==> config.mk <==
export PLATFORM = sky130hd
export DESIGN_NAME = pp_mult_sched
export DESIGN_NICKNAME = d
export VERILOG_FILES = /design/src/rtl/pp_mult_sched.sv
export SDC_FILE = /design/constraint.sdc
export NUM_CORES = 1
export LEC_CHECK = 0
export CAP_MARGIN = 15
export CORE_UTILIZATION = 55
export DETAILED_ROUTE_END_ITERATION = 10
export GPL_TIMING_DRIVEN = 0
export PLACE_DENSITY = 0.79
export SLEW_MARGIN = 10
export SYNTH_ARGS = -nofsm -noshare
export SYNTH_HDL_FRONTEND = slang
export SYNTH_SLANG_ARGS = --single-unit
export TNS_END_PERCENT = 20
==> constraint.sdc <==
create_clock -name clk -period 6.22 [get_ports clk]
set_clock_uncertainty 0.05 [all_clocks]
set_input_delay 1.555 -clock clk [delete_from_list [all_inputs] [get_ports clk]]
set_output_delay 1.555 -clock clk [all_outputs]
set_load 0.05 [all_outputs]
==> src/rtl/pp_mult_sched.sv <==
// Shift-add multiplier shared by two requesters through a round-robin arbiter.
// Each accepted pair takes W accumulate cycles, then waits for the consumer in DONE.
module pp_mult_sched #(
    parameter int W = 6
) (
    input  logic           clk,
    input  logic           rst_n,
    input  logic           req0_valid,
    output logic           req0_ready,
    input  logic [W-1:0]   req0_a,
    input  logic [W-1:0]   req0_b,
    input  logic           req1_valid,
    output logic           req1_ready,
    input  logic [W-1:0]   req1_a,
    input  logic [W-1:0]   req1_b,
    output logic           rsp_valid,
    input  logic           rsp_ready,
    output logic [2*W-1:0] rsp_prod,
    output logic           rsp_id,
    output logic           busy
);

    localparam int CW = (W > 1) ? $clog2(W) : 1;

    typedef enum logic [1:0] {
        IDLE = 2'd0,
        CALC = 2'd1,
        DONE = 2'd2
    } state_t;

    state_t         state;
    logic [W-1:0]   a_q;
    logic [W-1:0]   b_q;
    logic [2*W-1:0] acc;
    logic [CW-1:0]  cnt;
    logic           last_id;
    logic           id_q;

    logic           grant0;
    logic           grant1;
    logic           accept;
    logic [2*W-1:0] pp;
    logic [2*W-1:0] acc_next;

    // Valid/ready: a pair transfers on the edge where valid and ready are both high.
    // Readies are only ever offered in IDLE and never look at rsp_ready.
    always_comb begin
        grant1     = req1_valid && (!req0_valid || !last_id);
        grant0     = req0_valid && !grant1;
        req0_ready = rst_n && (state == IDLE) && grant0;
        req1_ready = rst_n && (state == IDLE) && grant1;
        accept     = req0_ready || req1_ready;
        pp         = b_q[cnt] ? ({{W{1'b0}}, a_q} << cnt) : '0;
        acc_next   = acc + pp;
    end

    always_ff @(posedge clk) begin
        if (!rst_n) begin
            state     <= IDLE;
            a_q       <= '0;
            b_q       <= '0;
            acc       <= '0;
            cnt       <= '0;
            last_id   <= 1'b1;
            id_q      <= 1'b0;
            rsp_valid <= 1'b0;
            rsp_prod  <= '0;
            rsp_id    <= 1'b0;
            busy      <= 1'b0;
        end else begin
            case (state)
                IDLE: begin
                    if (accept) begin
                        a_q     <= req1_ready ? req1_a : req0_a;
                        b_q     <= req1_ready ? req1_b : req0_b;
                        id_q    <= req1_ready;
                        last_id <= req1_ready;
                        acc     <= '0;
                        cnt     <= '0;
                        busy    <= 1'b1;
                        state   <= CALC;
                    end
                end
                CALC: begin
                    acc <= acc_next;
                    cnt <= cnt + 1'b1;
                    // Last row: publish the final sum directly so DONE shows it at once.
                    if (cnt == CW'(W - 1)) begin
                        state     <= DONE;
                        rsp_valid <= 1'b1;
                        rsp_prod  <= acc_next;
                        rsp_id    <= id_q;
                    end
                end
                DONE: begin
                    if (rsp_ready) begin
                        rsp_valid <= 1'b0;
                        busy      <= 1'b0;
                        state     <= IDLE;
                    end
                end
                default: begin
                    rsp_valid <= 1'b0;
                    busy      <= 1'b0;
                    state     <= IDLE;
                end
            endcase
        end
    end

endmodule

After elaboration in Yosys (flattened, before gate mapping). Cells that the tools add are included.

Bits of input ports: 29. Output and inout bits: 17. Bits in registers: 46. Logic and storage cells: 59.

Multiplexer cells: 18. Reductions and logical operators: 18. Shift-type cells: 1. Order comparisons: 1. $add $sub $neg: 2. Equal/unequal tests: 6. Bitwise operators: 2.

Operators by type and width (count): $mux W12 (2); $pmux W12 S2 (1); $add A12 B12 Y12 (1); $mux W6 (2); $shl A6 B3 Y12 (1); $reduce_and A3 Y1 (3); $mux W2 (3); $ne A2 B2 Y1 const B (3); $pmux W1 S3 (2); $pmux W2 S3 (1); $pmux W3 S2 (1); $reduce_and A2 Y1 (3); $logic_and A1 B1 Y1 (5); $lt A3 B4 Y1 const B (1); $mux W1 (4); $add A3 B1 Y3 const B (1); $bmux W1 S3 (1); $eq A3 B3 Y1 const B (1); $logic_not A1 Y1 (3); $mux W3 (1); $eq A2 B1 Y1 const B (1); $eq A2 B2 Y1 const B (1); $logic_not A2 Y1 (1); $logic_or A1 B1 Y1 (2); 2 further kinds (3).

Depth between registers and ports, before layout. Gate-level depths: netlist of the first run.

Depth after elaboration: 9. Gate-level depth with buffers: 13. Gate-level depth less buffers: 11.

Worst setup path before layout of the first run. No wires, ideal clock.

Path type: input to output. Start: in rst_n. End: out req1_ready. Slack: 2.203 ns. Buffers on the path: 1. Stages on the path: 4. Arrival: 2.412 ns. Required time: 4.615 ns. Cells stage by stage: nor3b_4 -> nand3_4 -> buf_6 -> inv_1.

Word-level cells in the longest chain between the ends: 2.

Ends and longest elaborated chain: start: declaration (RTL line 7) `input logic rst_n,`; $logic_and A1 B1 Y1 (2 in a row) (RTL line 51) `req1_ready = rst_n && (state == IDLE) && grant1;`; end: declaration (RTL line 13) `output logic req1_ready,`.

No other way between the ends.

Worst setup path after layout of the first run. Ends and elaborated chain as after synthesis.

==> results.sh, run 1 <==
export IMPL_status="completed"
export IMPL_design_area_um2=3420
export IMPL_relSlewSlack_pct=55.2
export IMPL_tightest_slew_ns=0.667
export IMPL_max_cap_violations=0
export IMPL_max_stage_delay_ns=0.79
export IMPL_clk_pin_slew_ns=0.08
export IMPL_critPathRequiredTime_ns=4.62
export IMPL_powerDensity_nw_per_um2=199
export IMPL_synth_edf_count=0
export IMPL_cts_sinks=46
export IMPL_grtUsageMet1_pct=35.2
export IMPL_grt_util_met3_pct=4.28
export IMPL_io_pins=46
export IMPL_seq_area_frac_synth_pct=33.2
export IMPL_grt_max_degree=14
export IMPL_max_freq_mhz=188
export IMPL_hold_path_class="flip-flop to flip-flop"
export IMPL_drive_gt1_share_pct=8.85
export IMPL_setup_violations=0
export IMPL_fp_coreArea_um2=4790
export IMPL_cts_repair_resized=0
export IMPL_cts_root_buffer="clkbuf_8"
export IMPL_rows=25
export IMPL_port_buffers=45
export IMPL_synth_top_area_cell="dfxtp_1"
export IMPL_path_max_fanout=10
export IMPL_drc=0
export IMPL_syn_area_per_cell_um2=8.65
export IMPL_area_growth_pct=23.3
export IMPL_period_share_pct=85.6
export IMPL_start_util_pct=58.0
export IMPL_fin_ws_ns=0.896
export IMPL_top_usage_layer="met2"
export IMPL_crit_chain="clkdlybuf4s50_1, nor3b_4, nand3_4, buf_6, inv_1, clkdlybuf4s50_1"
export IMPL_grt_pass1_vias=2281
export IMPL_critPathSlowestCell="clkdlybuf4s50_1"
export IMPL_avgViaCountPerCell=5.60
export IMPL_timing_hold_ws_ns=0.414
export IMPL_synth_distinct_cells=50
export IMPL_crit_top_cell="clkdlybuf4s50_1"
export IMPL_drv_slew=0
export IMPL_cp_arrival_ns=3.72
export IMPL_fin_util_pct=71.5
export IMPL_layout_min_cycle_time_ns=5.32
export IMPL_timing_critical_path_buf_inv=4
export IMPL_dp_hpwl_mm=4.77
export IMPL_htreeDepth=2
export IMPL_post_cts_buffers=0
export IMPL_clk_path_buf_depth=2
export IMPL_die_w_um=73.0
export IMPL_cp_end_kind="output port"
export IMPL_insertion_delay_ns=0.30
export IMPL_syn_nets=364
export IMPL_rsz0062_at_grt="false"
export IMPL_totalWireLength_mm=6.33
export IMPL_wire_per_inst_um=14.4
export IMPL_antenna_found_initial=0
export IMPL_timing_final_hold_violations=0
export IMPL_place_congestion=0.890
export IMPL_nNetsFinal=416
export IMPL_p_leak_nw=1.49
export IMPL_dieHeight_um=73.0
export IMPL_drt_iter0_markers=214
export IMPL_synth_area_top_cells="dfxtp_1, nand2_1, mux2i_1"
export IMPL_syn_area_um2=2780
export IMPL_cts_hold_buf=0
export IMPL_grt_use_total_pct=26.2
export IMPL_ant_nets=0
export IMPL_async_reset_ff_share_pct=0
export IMPL_gr_total_overflow=0
export IMPL_worstSetupPathType="input port to output port"
export IMPL_dpl_cell_area_um2=3310
export IMPL_met2_usage_pct=44.5
export IMPL_tns_ns=0
export IMPL_irDropWorstVdd_uv=147
export IMPL_synth_seq_cells=46
export IMPL_synthCells=321
export IMPL_cp_top_family="buffers and inverters"
export IMPL_vias=2464
export IMPL_drt_pass1_iter_count=4
export IMPL_synth_top_area_share_pct=33.2
export IMPL_numCtsBuffers=5
export IMPL_ys_flop_type="dfxtp_1"
export IMPL_yosysMostFrequentCell="nand2_1"
export IMPL_worst_setup_path_start_kind="input port"
export IMPL_diodes=0
export IMPL_grt_pass1_wl_mm=10.8
export IMPL_synth_common_cells="nand2_1, dfxtp_1, o21ai_0, mux2i_1, nand3_1"
export IMPL_yosysWarnings=0
export IMPL_dieArea_um2=5330
export IMPL_cts_tree="done"
export IMPL_preCtsSetupSlack_ns=0.888
-- state kept, by name (all words and copies together) (netlist names) --
name / count
b_q: 6
acc: 12
rsp_prod: 12
busy: 1
last_id: 1
cnt: 3
rsp_valid: 1
state: 2
a_q: 6
id_q: 1
rsp_id: 1
-- routing by layer --
layer	wire, um	vias to the layer above	share of wire, %
li1	-	1258	-
met1	3020	1132	48
met2	2910	69	46
met3	346	5	5.5
met4	53	0	0.84
met5	0	-	0
-- worst paths after layout --
kind	cells after the start	startpoint	end	slack, ns
worst max-delay path	6	rst_n	req1_ready	0.90
worst min-delay path	2	rsp_prod[1]	rsp_prod[1]	0.41
worst max register to register	11	cnt[0]	rsp_prod[7]	2.89
worst min register to register	2	rsp_prod[1]	rsp_prod[1]	0.41
-- cells by family after synthesis --
| family | after synthesis | share of synthesized area, % |
|---|---|---|
| AO/OA/AOI/OAI | 82 | 21.0 |
| XOR/XNOR | 10 | 3.16 |
| adder cells (fa/ha/maj) | 14 | 6.58 |
| buffers and inverters | 27 | 5.28 |
| flip-flops | 46 | 33.2 |
| multiplexers | 23 | 8.93 |
| AND/OR/NAND/NOR | 119 | 21.9 |
-- layout make-up --
cell class	instances	area (um2)
inverter	5	18.8
fill	413	1360
clock buffer	6	82.6
buffer	22	128
tap	67	83.8
timing repair buffer	45	450
multi-input combinational	248	1710
clock inverter	1	30.0
sequential	46	921
-- cell usage in the layout (no fill, tap or decap), types with 4 or more instances in the layout --
cell type,netlist,routed
a21boi_0,7,7
a21oi_1,13,13
and2_1,8,8
and3_1,5,5
buf_2,9,9
buf_6,4,4
clkbuf_1,8,8
clkbuf_8,0,6
clkdlybuf4s50_1,0,45
dfxtp_1,46,46
ha_1,13,13
inv_1,5,5
mux2_2,4,4
mux2i_1,18,18
nand2_1,55,55
nand3_1,17,17
nand4_1,5,5
nor2_1,11,11
o211a_1,13,13
o21a_1,4,4
o21ai_0,22,22
xnor2_1,6,6
xor2_1,4,4
-- tightest hold or removal path: cells and delay by family, from the launching register on --
kind	cells	cell delay, ns
AOI/OAI and AO/OA	1	0.06
DFF	1	0.32
and+or+nand+nor	1	0.04
-- through the flow --
stage	cells	total power [mW]
6_report	440	0.679
2_1_floorplan	321	0.411
3_5_place_dp	433	0.457
3_3_place_gp	433	0.454
5_1_grt	440	0.709
4_1_cts	440	0.683
-- report_power, final --
part	internal [mW]	leakage [nW]	total [mW]	switching, mW
clock	0.129	0.0573	0.229	0.0999
combinational	0.0614	1.06	0.134	0.0722
sequential	0.308	0.374	0.317	0.00940
total	0.498	1.49	0.679	0.181
Power figures use the tool's default switching activity.
==> run 2: changes to the inputs <==
==> constraint.sdc (replaced) <==
create_clock -name clk -period 6.22 [get_ports clk]
set_clock_uncertainty 0.05 [all_clocks]
set_input_delay 1.244 -clock clk [delete_from_list [all_inputs] [get_ports clk]]
set_output_delay 1.244 -clock clk [all_outputs]
set_load 0.05 [all_outputs]
==> results of run 2 <==
Same layout as run 1 (identical final DEF). Status: completed.
Among the figures that moved: setup slack after placement 0.888 ns -> 1.51 ns; setup slack after layout 0.896 ns -> 1.52 ns
==> run 3: changes to the inputs <==
--- a/config.mk
+++ b/config.mk
@@ -6,10 +6,10 @@
 export NUM_CORES = 1
 export LEC_CHECK = 0
 export CAP_MARGIN = 15
-export CORE_UTILIZATION = 55
+export CORE_UTILIZATION = 53
 export DETAILED_ROUTE_END_ITERATION = 10
 export GPL_TIMING_DRIVEN = 0
-export PLACE_DENSITY = 0.79
+export PLACE_DENSITY = 0.76
 export SLEW_MARGIN = 10
 export SYNTH_ARGS = -nofsm -noshare
 export SYNTH_HDL_FRONTEND = slang
==> constraint.sdc (replaced) <==
create_clock -name clk -period 4.44 [get_ports clk]
set_clock_uncertainty 0.05 [all_clocks]
set_input_delay 0.888 -clock clk [delete_from_list [all_inputs] [get_ports clk]]
set_output_delay 0.888 -clock clk [all_outputs]
set_load 0.05 [all_outputs]
==> results.sh, run 3 (synthesized netlist as in run 1, its figures left out) <==
export IMPL_die_w_um=74.4
export IMPL_gr_total_overflow=0
export IMPL_rows=25
export IMPL_nNetsFinal=416
export IMPL_insertion_delay_ns=0.30
export IMPL_crit_chain="clkdlybuf4s50_1, nor3b_4, nand3_4, buf_6, inv_1, clkdlybuf4s50_1"
export IMPL_grt_pass1_vias=2323
export IMPL_powerDensity_nw_per_um2=277
export IMPL_drt_pass1_iter_count=5
export IMPL_dpl_cell_area_um2=3310
export IMPL_numCtsBuffers=5
export IMPL_drv_slew=0
export IMPL_irDropWorstVdd_uv=258
export IMPL_drive_gt1_share_pct=8.56
export IMPL_whs_path_depth=2
export IMPL_grt_max_degree=14
export IMPL_cts_tree="done"
export IMPL_cts_repair_resized=0
export IMPL_power_switching_mw=0.260
export IMPL_rrSetupSlack_ns=1.08
export IMPL_fillCellCount=423
export IMPL_post_cts_buffers=0
export IMPL_critPathRequiredTime_ns=3.50
export IMPL_dp_hpwl_mm=4.97
export IMPL_cts_sinks=46
export IMPL_design_area_um2=3420
export IMPL_timing_final_hold_violations=0
export IMPL_cp_end_kind="output port"
export IMPL_port_buffers=45
export IMPL_path_max_fanout=10
export IMPL_min_delay_start="busy"
export IMPL_ant_nets=0
export IMPL_rsz0062_at_grt="false"
export IMPL_cts_hold_buf=0
export IMPL_area_growth_pct=23.1
export IMPL_p_leak_nw=1.48
export IMPL_top_regs="acc x12, rsp_prod x12"
export IMPL_worst_setup_path_start_kind="input port"
export IMPL_p_seq_share_pct=47.0
export IMPL_drc=0
export IMPL_diodes=0
export IMPL_wire_per_inst_um=15.0
export IMPL_final_common_cell="nand2_1"
export IMPL_max_stage_delay_ns=0.80
export IMPL_dieArea_um2=5530
export IMPL_totalWireLength_mm=6.61
export IMPL_r2r_end="acc[7]"
export IMPL_critPathLaunch="rst_n"
export IMPL_cts_root_buffer="clkbuf_8"
export IMPL_period_share_pct=90.8
export IMPL_max_cap_violations=0
export IMPL_vias=2473
export IMPL_grt_pass1_wl_mm=11.0
export IMPL_io_pins=46
export IMPL_status="completed"
export IMPL_critPathSlowestCell="clkdlybuf4s50_1"
export IMPL_relSlewSlack_pct=52.9
export IMPL_hold_path_class="flip-flop to flip-flop"
export IMPL_start_util_pct=56.9
export IMPL_setup_violations=0
export IMPL_cp_arrival_ns=3.09
export IMPL_worstSetupPathType="input port to output port"
export IMPL_grt_use_total_pct=26.0
export IMPL_layout_common_cells="nand2_1, dfxtp_1, clkdlybuf4s50_1, o21ai_0, mux2i_1"
export IMPL_avgViaCountPerCell=5.61
export IMPL_worstHoldEndpoint="busy"
export IMPL_max_freq_mhz=248
export IMPL_p_sw_share_pct=27.5
export IMPL_clk_path_buf_depth=2
export IMPL_pwr_share_comb_pct=20.0
export IMPL_tightest_slew_ns=0.702
export IMPL_internal_power_mw=0.686
export IMPL_cp_top_family="buffers and inverters"
export IMPL_power_frac_clock_pct=33.0
export IMPL_htreeDepth=2
export IMPL_antenna_found_initial=0
export IMPL_layout_min_cycle_time_ns=4.03
export IMPL_clk_pin_slew_ns=0.09
export IMPL_dieHeight_um=74.4
export IMPL_fp_coreArea_um2=4880
export IMPL_timing_critical_path_buf_inv=4
export IMPL_crit_top_cell="clkdlybuf4s50_1"
export IMPL_place_congestion=0.846
export IMPL_r2r_start="cnt[0]"
export IMPL_reg2reg_depth=11
export IMPL_drt_iter0_markers=192
export IMPL_tns_ns=0
## run 3: metal layers
layer / wire length (um) / vias up / global-route usage, %
li1: - / 1256 / -
met5: 0 / - / 0
met2: 3150 / 81 / 45.9
met4: 71 / 0 / 5.87
met3: 352 / 10 / 4.61
met1: 3030 / 1126 / 32.9
## run 3: power groups by stage
stage          registers, mW  clock network, mW  logic, mW
2_1_floorplan          0.455                  0      0.121
3_3_place_gp           0.453                  0      0.184
3_5_place_dp           0.454                  0      0.187
4_1_cts                0.444              0.314      0.189
5_1_grt                0.447              0.335      0.206
6_report               0.445              0.312      0.189
## run 3: worst min-delay path, cell delays in order, from the launching register on
cell	delay, ns
dfxtp_1	0.32
nand3_1	0.06
nand2_1	0.05
## run 3: worst max path at each step
stage,cells after the start,end
3_5_place_dp,6,req1_ready
6_report,6,req1_ready
3_3_place_gp,6,req1_ready
5_1_grt,6,req1_ready
4_1_cts,6,req1_ready
2_1_floorplan,11,acc[8]
## run 3: through the flow
step	power [mW]	hold WS (ns)	setup slack (ns)	utilization (%)	cells
floorplan	0.576	0.382	1.56	-	321
global placement	0.637	0.393	0.473	67.8	433
detailed placement	0.641	0.402	0.429	67.8	433
CTS	0.947	0.415	0.420	70.0	441
global route	0.987	0.426	0.347	70.0	441
finish	0.946	0.410	0.409	70.0	441
## run 3: area by class of cell
cell class | count | area [um2] | share of cell area (%)
Buffer | 22 | 128 | 3.74
Clock buffer | 7 | 76.3 | 2.23
Clock inverter | 1 | 30.0 | 0.879
Inverter | 5 | 18.8 | 0.549
Multi-Input combinational cell | 248 | 1710 | 50.0
Sequential cell | 46 | 921 | 27.0
Tap cell | 67 | 83.8 | 2.45
Timing Repair Buffer | 45 | 450 | 13.2
